## src/rtl/bisr_output_row_writer_if.sv

```systemverilog
// Bus between the systolic array / proxy columns, the output row writer and the output BRAM.
// Ports (signals):
//   start, fault_col_mask      run control and per-column source select
//   col_valid, col_data        array bottom outputs, column c at [c*WORD_SIZE +: WORD_SIZE]
//   proxy_valid, proxy_data    weight-proxy outputs, same packing
//   mem_addr, mem_wr_en,
//   mem_wr_data                output BRAM write port
//   busy, done, overflow_err   status
// Modports: master drives control and column data; slave is the row writer.
interface bisr_output_row_writer_if #(
    parameter int unsigned COLS           = 4,
    parameter int unsigned WORD_SIZE      = 16,
    parameter int unsigned MEM_PORT_WIDTH = 64
);
    logic                        start;
    logic [COLS-1:0]             fault_col_mask;
    logic [COLS-1:0]             col_valid;
    logic [COLS*WORD_SIZE-1:0]   col_data;
    logic [COLS-1:0]             proxy_valid;
    logic [COLS*WORD_SIZE-1:0]   proxy_data;
    logic [31:0]                 mem_addr;
    logic                        mem_wr_en;
    logic [MEM_PORT_WIDTH-1:0]   mem_wr_data;
    logic                        busy;
    logic                        done;
    logic                        overflow_err;

    modport master (
        output start, fault_col_mask, col_valid, col_data, proxy_valid, proxy_data,
        input  mem_addr, mem_wr_en, mem_wr_data, busy, done, overflow_err
    );

    modport slave (
        input  start, fault_col_mask, col_valid, col_data, proxy_valid, proxy_data,
        output mem_addr, mem_wr_en, mem_wr_data, busy, done, overflow_err
    );
endinterface

```

## src/rtl/bisr_output_row_writer.sv

```systemverilog
// Collects skewed per-column results from the BISR systolic array and reassembles them into full
// rows, writing each completed row as one word to the output BRAM. Each column is sourced either
// from the array bottom output or from the weight-proxy output, chosen by a fault mask latched at
// start.
// Ports:
//   clk   system clock, all logic on posedge
//   rst   synchronous active-high reset
//   bus   slave side of bisr_output_row_writer_if (control, column data, BRAM write, status);
//         the interface must be instantiated with the same COLS/WORD_SIZE/MEM_PORT_WIDTH.
module bisr_output_row_writer #(
    parameter int unsigned ROWS           = 4,
    parameter int unsigned COLS           = 4,
    parameter int unsigned WORD_SIZE      = 16,
    parameter int unsigned MEM_PORT_WIDTH = 64,
    parameter logic [31:0] BASE_ADDR      = 32'd0
) (
    input logic                     clk,
    input logic                     rst,
    bisr_output_row_writer_if.slave bus
);
    localparam int unsigned CNT_W = $clog2(ROWS + 1);
    localparam int unsigned IDX_W = (ROWS > 1) ? $clog2(ROWS) : 1;
    localparam int unsigned ROW_W = COLS * WORD_SIZE;

    if (MEM_PORT_WIDTH < ROW_W) begin : g_width_check
        $error("MEM_PORT_WIDTH must be at least COLS*WORD_SIZE");
    end

    typedef enum logic [1:0] {StIdle, StRun, StDone} state_e;

    state_e                    state_q, state_d;
    logic [COLS-1:0]           mask_q, mask_d;
    logic [CNT_W-1:0]          cnt_q [COLS];
    logic [CNT_W-1:0]          cnt_d [COLS];
    logic [CNT_W-1:0]          wr_row_q, wr_row_d;
    logic                      overflow_q, overflow_d;
    logic [31:0]               mem_addr_q, mem_addr_d;
    logic                      mem_wr_en_q, mem_wr_en_d;
    logic [MEM_PORT_WIDTH-1:0] mem_wr_data_q, mem_wr_data_d;
    logic [WORD_SIZE-1:0]      row_buf_q [ROWS][COLS];

    logic [COLS-1:0]           sel_valid;
    logic [WORD_SIZE-1:0]      sel_data [COLS];
    logic [COLS-1:0]           col_full;
    logic [COLS-1:0]           col_has_row;
    logic [COLS-1:0]           cap_en;
    logic                      run_cap;
    logic                      row_ready;
    logic [IDX_W-1:0]          rd_idx;
    logic [MEM_PORT_WIDTH-1:0] row_packed;

    // Per-column source select; the unselected source is ignored entirely.
    always_comb begin
        for (int c = 0; c < COLS; c++) begin
            sel_valid[c]   = mask_q[c] ? bus.proxy_valid[c] : bus.col_valid[c];
            sel_data[c]    = mask_q[c] ? bus.proxy_data[c*WORD_SIZE +: WORD_SIZE]
                                       : bus.col_data[c*WORD_SIZE +: WORD_SIZE];
            col_full[c]    = (cnt_q[c] == CNT_W'(ROWS));
            col_has_row[c] = (cnt_q[c] > wr_row_q);
        end
    end

    // No capture in the start cycle: state is being cleared.
    assign run_cap   = (state_q == StRun) && !bus.start;
    assign cap_en    = {COLS{run_cap}} & sel_valid & ~col_full;
    // Evaluated on registered counters, giving one bubble between capture and write.
    assign row_ready = (state_q == StRun) && (&col_has_row);
    assign rd_idx    = wr_row_q[IDX_W-1:0];

    always_comb begin
        row_packed = '0;
        for (int c = 0; c < COLS; c++) begin
            row_packed[c*WORD_SIZE +: WORD_SIZE] = row_buf_q[rd_idx][c];
        end
    end

    always_comb begin
        state_d       = state_q;
        mask_d        = mask_q;
        cnt_d         = cnt_q;
        wr_row_d      = wr_row_q;
        overflow_d    = overflow_q;
        mem_wr_en_d   = 1'b0;
        mem_addr_d    = mem_addr_q;
        mem_wr_data_d = mem_wr_data_q;

        case (state_q)
            StIdle: begin
            end
            StRun: begin
                for (int c = 0; c < COLS; c++) begin
                    if (cap_en[c]) begin
                        cnt_d[c] = cnt_q[c] + CNT_W'(1);
                    end
                end
                if (|(sel_valid & col_full)) begin
                    overflow_d = 1'b1;
                end
                if (row_ready) begin
                    mem_wr_en_d   = 1'b1;
                    mem_addr_d    = BASE_ADDR + 32'(wr_row_q);
                    mem_wr_data_d = row_packed;
                    wr_row_d      = wr_row_q + CNT_W'(1);
                end
                if (wr_row_q == CNT_W'(ROWS)) begin
                    state_d = StDone;
                end
            end
            StDone: begin
                state_d = StIdle;
            end
            default: begin
                state_d = StIdle;
            end
        endcase

        // Start restarts from any state; partly collected rows are abandoned.
        if (bus.start) begin
            state_d     = StRun;
            mask_d      = bus.fault_col_mask;
            wr_row_d    = '0;
            overflow_d  = 1'b0;
            mem_wr_en_d = 1'b0;
            for (int c = 0; c < COLS; c++) begin
                cnt_d[c] = '0;
            end
        end
    end

    always_ff @(posedge clk) begin
        if (rst) begin
            state_q       <= StIdle;
            mask_q        <= '0;
            wr_row_q      <= '0;
            overflow_q    <= 1'b0;
            mem_addr_q    <= '0;
            mem_wr_en_q   <= 1'b0;
            mem_wr_data_q <= '0;
            for (int c = 0; c < COLS; c++) begin
                cnt_q[c] <= '0;
            end
        end else begin
            state_q       <= state_d;
            mask_q        <= mask_d;
            wr_row_q      <= wr_row_d;
            overflow_q    <= overflow_d;
            mem_addr_q    <= mem_addr_d;
            mem_wr_en_q   <= mem_wr_en_d;
            mem_wr_data_q <= mem_wr_data_d;
            for (int c = 0; c < COLS; c++) begin
                cnt_q[c] <= cnt_d[c];
            end
        end
    end

    // Row buffer: contents are don't-care after reset, so no reset term.
    always_ff @(posedge clk) begin
        for (int c = 0; c < COLS; c++) begin
            if (cap_en[c]) begin
                row_buf_q[cnt_q[c][IDX_W-1:0]][c] <= sel_data[c];
            end
        end
    end

    assign bus.mem_addr     = mem_addr_q;
    assign bus.mem_wr_en    = mem_wr_en_q;
    assign bus.mem_wr_data  = mem_wr_data_q;
    assign bus.busy         = (state_q == StRun);
    assign bus.done         = (state_q == StDone);
    assign bus.overflow_err = overflow_q;
endmodule

```

## src/flat_wrapper.sv

```systemverilog
// flat-port wrapper written by rule: the top's interface ports become plain ports
module bisr_output_row_writer_flat 
#(
    parameter int unsigned ROWS           = 4,
    parameter int unsigned COLS           = 4,
    parameter int unsigned WORD_SIZE      = 16,
    parameter int unsigned MEM_PORT_WIDTH = 64,
    parameter logic [31:0] BASE_ADDR      = 32'd0
)
  (clk, rst, bus_start, bus_fault_col_mask, bus_col_valid, bus_col_data, bus_proxy_valid, bus_proxy_data, bus_mem_addr, bus_mem_wr_en, bus_mem_wr_data, bus_busy, bus_done, bus_overflow_err);
  bisr_output_row_writer_if #(.COLS(COLS), .WORD_SIZE(WORD_SIZE), .MEM_PORT_WIDTH(MEM_PORT_WIDTH)) bus_i ();
  input logic clk;
  input logic rst;
  input wire logic [$bits(bus_i.start)-1:0] bus_start;
  input wire logic [$bits(bus_i.fault_col_mask)-1:0] bus_fault_col_mask;
  input wire logic [$bits(bus_i.col_valid)-1:0] bus_col_valid;
  input wire logic [$bits(bus_i.col_data)-1:0] bus_col_data;
  input wire logic [$bits(bus_i.proxy_valid)-1:0] bus_proxy_valid;
  input wire logic [$bits(bus_i.proxy_data)-1:0] bus_proxy_data;
  output wire logic [$bits(bus_i.mem_addr)-1:0] bus_mem_addr;
  output wire logic [$bits(bus_i.mem_wr_en)-1:0] bus_mem_wr_en;
  output wire logic [$bits(bus_i.mem_wr_data)-1:0] bus_mem_wr_data;
  output wire logic [$bits(bus_i.busy)-1:0] bus_busy;
  output wire logic [$bits(bus_i.done)-1:0] bus_done;
  output wire logic [$bits(bus_i.overflow_err)-1:0] bus_overflow_err;
  assign bus_i.start = bus_start;
  assign bus_i.fault_col_mask = bus_fault_col_mask;
  assign bus_i.col_valid = bus_col_valid;
  assign bus_i.col_data = bus_col_data;
  assign bus_i.proxy_valid = bus_proxy_valid;
  assign bus_i.proxy_data = bus_proxy_data;
  assign bus_mem_addr = bus_i.mem_addr;
  assign bus_mem_wr_en = bus_i.mem_wr_en;
  assign bus_mem_wr_data = bus_i.mem_wr_data;
  assign bus_busy = bus_i.busy;
  assign bus_done = bus_i.done;
  assign bus_overflow_err = bus_i.overflow_err;
  bisr_output_row_writer #(.ROWS(ROWS), .COLS(COLS), .WORD_SIZE(WORD_SIZE), .MEM_PORT_WIDTH(MEM_PORT_WIDTH), .BASE_ADDR(BASE_ADDR)) u_core (.clk(clk), .rst(rst), .bus(bus_i));
endmodule
```

## config.mk

```make
export PLATFORM = sky130hd
export DESIGN_NAME = bisr_output_row_writer_flat
export DESIGN_NICKNAME = d
export VERILOG_FILES = /design/src/rtl/bisr_output_row_writer_if.sv /design/src/rtl/bisr_output_row_writer.sv /design/src/flat_wrapper.sv
export SDC_FILE = /design/constraint.sdc
export NUM_CORES = 1
export LEC_CHECK = 0
export ABC_CLOCK_PERIOD_IN_PS = 2870
export CAP_MARGIN = 0
export CORE_MARGIN = 2
export CORE_UTILIZATION = 48
export DETAILED_ROUTE_END_ITERATION = 10
export PLACE_DENSITY = 0.76
export RECOVER_POWER = 25
export SYNTH_ARGS = -nofsm -noshare
export SYNTH_HDL_FRONTEND = slang
export SYNTH_SLANG_ARGS = --single-unit
```

## constraint.sdc

```tcl
create_clock -name clk -period 2.87 [get_ports clk]
set_input_delay 0.7175 -clock clk [delete_from_list [all_inputs] [get_ports clk]]
set_output_delay 0.7175 -clock clk [all_outputs]
set_load 0.005 [all_outputs]
```

Yosys cells after proc, flatten, opt, wreduce, memory -nomap -nowiden
Memory sizes are Yosys's and may differ from the RTL's. A register that Yosys moved wholly into a read port is not among the register bits.
Index checks and enable logic that the tools add are counted.
Operators by class
  add/subtract/negate cells: 5
  $lt $le $gt $ge: 4
  eq/ne operators: 10
  muxes and demuxes: 20
  bitwise operators: 6
  reduce and logical (&&, ||, !) cells: 16
Operator list (count)
  $mux W16: 4
  $reduce_and A2 Y1: 8
  $add A3 B1 Y3 const B: 5
  $eq A3 B3 Y1 const B: 5
  $mux W1: 14
  $and A4 B4 Y4: 3
  $gt A3 B3 Y1: 4
  $not A4 Y4: 1
  $pmux W2 S2: 1
  $reduce_and A4 Y1: 1
  $reduce_or A4 Y1: 1
  $ne A3 B2 Y1 const B: 1
  $reduce_or A3 Y1: 1
  $eq A2 B1 Y1 const B: 1
  $eq A2 B2 Y1 const B: 1
  $logic_and A1 B1 Y1: 2
  $logic_not A2 Y1: 1
  $mux W2: 1
  $ne A2 B1 Y1 const B: 1
  $ne A2 B2 Y1 const B: 1
  $not A1 Y1: 2
  $reduce_or A2 Y1: 1
  $logic_not A1 Y1: 1
Storage, ports and cells
  bits in registers: 26
  RAM bits: 256
  output and inout port bits: 100
  memories kept: 1
Memories
  u_core.row_buf_q: words 4, width 64, rd ports 1, clocked after Yosys merged registers in 1, wr ports 4, RTL line bisr_output_row_writer.sv:40  | logic [WORD_SIZE-1:0] row_buf_q [ROWS][COLS];

Logic depth before layout (Yosys ltp)
  depth in word-level cells: 6
  depth in mapped cells: 10

Worst setup path after synthesis
OpenSTA, ideal clock, no wires.
  kind: reg2reg
  start: register u_core.wr_row_q[1]
  end: register u_core.mem_wr_data_q[0], in the netlist u_core.bus.mem_wr_data[0], read port of u_core.row_buf_q
  setup time: 0.120 ns
  arrival: 2.742 ns
  slack: 0.009 ns
  stages on the path, launching flop included: 11
  buffers on the path: 4
  clock period less this slack: 2.861 ns
  cell sequence: dfxtp_1 -> buf_1 -> buf_1 -> inv_1 -> ha_1 -> nand3b_1 -> a22o_1 -> or4_1 -> buf_6 -> buf_6 -> mux2i_1
Between the ends
  longest elaborated chain between the ends: 4
  elaborated cells on any way between the ends: 7
  classes of those cells: order compare: 4; reduce/logical: 3
Ends and longest elaborated chain
  start, declared: RTL line bisr_output_row_writer.sv:35  | logic [CNT_W-1:0] wr_row_q, wr_row_d;
  start signal, assigned: RTL line bisr_output_row_writer.sv:145  | wr_row_q <= wr_row_d;
  $gt A3 B3 Y1: RTL line bisr_output_row_writer.sv:59  | col_has_row[c] = (cnt_q[c] > wr_row_q);
  $reduce_and A4 Y1: RTL line bisr_output_row_writer.sv:67  | assign row_ready = (state_q == StRun) && (&col_has_row);
  $logic_and A1 B1 Y1: RTL line bisr_output_row_writer.sv:67
  $reduce_and A2 Y1 (no line)
  end, declared: RTL line bisr_output_row_writer.sv:39  | logic [MEM_PORT_WIDTH-1:0] mem_wr_data_q, mem_wr_data_d;
Parallel ways exist; a longest one is shown, timed or not.
A chain may end at the register's enable or synchronous reset.

Worst setup path in the final report
  start: register u_core.wr_row_q[2]
  end: register u_core.mem_wr_data_q[54], in the netlist u_core.bus.mem_wr_data[54], read port of u_core.row_buf_q
Between the ends
  longest elaborated chain between the ends: 4
  elaborated cells on any way between the ends: 7
  classes of those cells: order compare: 4; reduce/logical: 3
Ends and longest elaborated chain (RTL line)
  $gt A3 B3 Y1: bisr_output_row_writer.sv:59
  $reduce_and A4 Y1 (*): bisr_output_row_writer.sv:67
  $logic_and A1 B1 Y1 (*): bisr_output_row_writer.sv:67
  $reduce_and A2 Y1 (no line) (*)
Every way passes the cells marked *; elsewhere a longest branch is shown, timed or not.

==> metrics.txt <==
status=finished clean; die height=approximately 180 µm; crit start category=register; routability cong.=0.782; Mean Syn Cell Area=16.2 µm²; core footprint=~0.03 mm²; P_leak=6.67 nW; EDFF count, synth=between 200 and 300; share of layout cells above drive strength 1=16.0%; Port Buffer Count=213; area leader, netlist=edfxtp_1; synthesis-to-finish area growth=26.0%; # resized after CTS=0; Arr. time, crit path=2870 ps; Pwr Total=10.5 mW; synth unique cells=33; gr usage total=18.0%; switch share=19.9%; Synth Flop Type=edfxtp_1; total CTS buffers=36; Clock Sinks=346; Fill cells=2268; first-pass GRT wire length=44200 µm; WS Path Type=reg -> reg; # rows=64; die area=roughly 0.032 mm²; Mapped Area=0.0147 mm²; Int Pwr=8.45 mW; initial core utilization=48.4%; Detailed Route WL=28600 µm; register area share after synthesis=64.4%; P_sw=2.09 mW; worst skew pair latency=510 ps; Max IR drop VDD=between 0.3 and 0.4 mV; share of the synthesized area in the top cell type=52.2%; drt first pass iters=4; grt ovf=0; Hold/Removal Path Class=reg -> reg; Avg WL per Cell=~18 µm; initial antenna violation count=0; Setup Fix Bufs, Post-CTS=0; DRC=0; Pwr per Cell Area=567 mW/mm²; largest net degree at the start of global routing=68; # IOs=243; RSZ-0062 raised after global routing=no; H-tree level count=2; Least-Margin Pin Slew=1040 ps; main area contributors after synthesis=edfxtp_1, dfxtp_1, mux4_2; FFs w/ async S/R, synth=0%; Worst-path clk slew=60 ps; NumNets Final=1316; Die X=179 µm; Max Buffers Root-to-Sink=3; Setup crit end kind=register; combinational share of power=under 10%; dpl hpwl=roughly 19000 µm; Yosys warnings=0; Critical Path RT=3250 ps; Final Hold Vio Count=0; CTS tree=yes; Flop pwr share=51.6%; post-layout min period=2500 ps; Final Cycle Share=roughly 87%; diode count=0; DRT iter0 DRCs=between 400 and 500; vias in the first global route=8159; Final Slew Violations=0; Synth Instances=907; via count=8097; Final TNS setup=0 ps; post-route ant nets=0; via density per instance=5.17; Max-Cap Viols=0; flops & latches, synth=346; final setup violating endpoints=0; Hold-fix buffers, CTS=0; max_slew headroom=30.9%; max frequency=~400 MHz; Fin Clk Skew=22.9 ps; clock root cell=clkbuf_16; clock share of power=43.1%; CP Max Fanout=26
==> registers in the layout, summed over array words and instances, names as in the netlist <==
| register | flops |
|---|---|
| u_core.bus.mem_wr_en | 1 |
| u_core.bus.mem_wr_data | 64 |
| u_core.row_buf_q | 256 |
| u_core.wr_row_q | 3 |
| u_core.mask_q | 4 |
| u_core.bus.mem_addr | 3 |
| u_core.bus.overflow_err | 1 |
| u_core.state_q | 2 |
| u_core.cnt_q | 12 |
==> per-layer routing <==
metal	share of wire, %	vias up	global-route usage (%)	wire (µm)
li1	-	3788	-	-
met2	50	253	31.4	14400
met5	0	-	0	0
met4	2.0	0	5.01	567
met3	5.9	41	3.16	1680
met1	42	4015	23.4	12000
==> layout by cell type (no fill, tap or decap), types with 8 or more instances in the layout <==
cell type / count
edfxtp_1: 256
clkdlybuf4s50_1: 212
nand2b_1: 135
dfxtp_1: 88
mux2i_1: 78
mux4_2: 64
mux2_1: 43
clkbuf_16: 38
ha_1: 30
conb_1: 29
buf_4: 26
mux2_2: 25
nor2_1: 19
inv_1: 16
nand2_1: 12
and2_1: 12
nand3_1: 10
clkbuf_1: 9
buf_12: 9
clkinv_2: 8
==> cell usage after synthesis (all sizes together) (2+ instances only) <==
| library cell | number |
|---|---|
| edfxtp | 256 |
| clkbuf | 33 |
| nand4 | 4 |
| a22o | 2 |
| inv | 16 |
| mux4 | 64 |
| buf | 47 |
| and2 | 12 |
| nand2b | 135 |
| mux2i | 78 |
| nor2 | 19 |
| nand3b | 4 |
| xor2 | 4 |
| dfxtp | 90 |
| and3 | 4 |
| xnor2 | 4 |
| nor3b | 2 |
| ha | 30 |
| nand2 | 12 |
| nand3 | 10 |
| a21oi | 5 |
| nor4 | 2 |
| mux2 | 68 |
==> critical path, stage by stage, from the launching register on <==
cell	delay (ps)
dfxtp_1	380
inv_1	130
ha_1	350
a21oi_1	80
a22o_1	260
or4_4	720
buf_12	260
mux2i_1	150
==> final cells by class <==
| type | instances | area (µm²) | area share [%] |
|---|---|---|---|
| multi-input cells | 493 | 4820 | 26.0 |
| inverters | 16 | 60.1 | 0.323 |
| repair buffers | 250 | 2510 | 13.5 |
| clock inverters | 19 | 171 | 0.923 |
| well taps | 396 | 495 | 2.67 |
| flip-flops and latches | 346 | 9500 | 51.1 |
| clock buffers | 47 | 1010 | 5.46 |
==> power by group through the flow <==
stage,Combinational [mW],Clock [mW],Sequential [mW]
2_1_floorplan,0.297,0,5.55
3_3_place_gp,0.559,0,5.55
3_5_place_dp,0.573,0,5.55
4_1_cts,0.576,4.65,5.44
5_1_grt,0.604,4.85,5.44
6_report,0.554,4.54,5.44
==> path summary, 6_finish.rpt <==
check	start	end	slack (ps)	cells past startpoint
worst max-delay path	u_core.wr_row_q[2]$_SDFFE_PP0P_	u_core.bus.mem_wr_data[54]$_SDFFE_PP0P_	370	7
worst min-delay path	u_core.bus.overflow_err$_SDFFE_PP0P_	u_core.bus.overflow_err$_SDFFE_PP0P_	470	1
worst max register to register	u_core.wr_row_q[2]$_SDFFE_PP0P_	u_core.bus.mem_wr_data[54]$_SDFFE_PP0P_	370	7
worst min register to register	u_core.bus.overflow_err$_SDFFE_PP0P_	u_core.bus.overflow_err$_SDFFE_PP0P_	470	1
==> through the flow <==
| step | std cells | setup slack [ps] | hold slack [ps] | area [µm²] | utilization, % |
|---|---|---|---|---|---|
| final | 1567 | 374 | 467 | 18600 | 61.0 |
| after floorplan | 935 | 8.51 | 461 | 14800 | - |
| after global routing | 1567 | 238 | 491 | 18600 | 61.0 |
| after detailed placement | 1501 | 169 | 458 | 17400 | 57.2 |
| after CTS | 1567 | 360 | 472 | 18600 | 61.1 |
| after global placement | 1501 | 246 | 454 | 17400 | 57.2 |
==> logic make-up after synthesis <==
logic type,after synthesis,share of synthesized area [%]
flops,346,64.4
mux,210,20.3
simple gates,207,8.28
buf+inv,96,3.60
fa+ha+maj,30,2.55
compound gates,9,0.399
xor+xnor,8,0.475
other cells,1,0.0254
(Power assumes the default switching activity.)
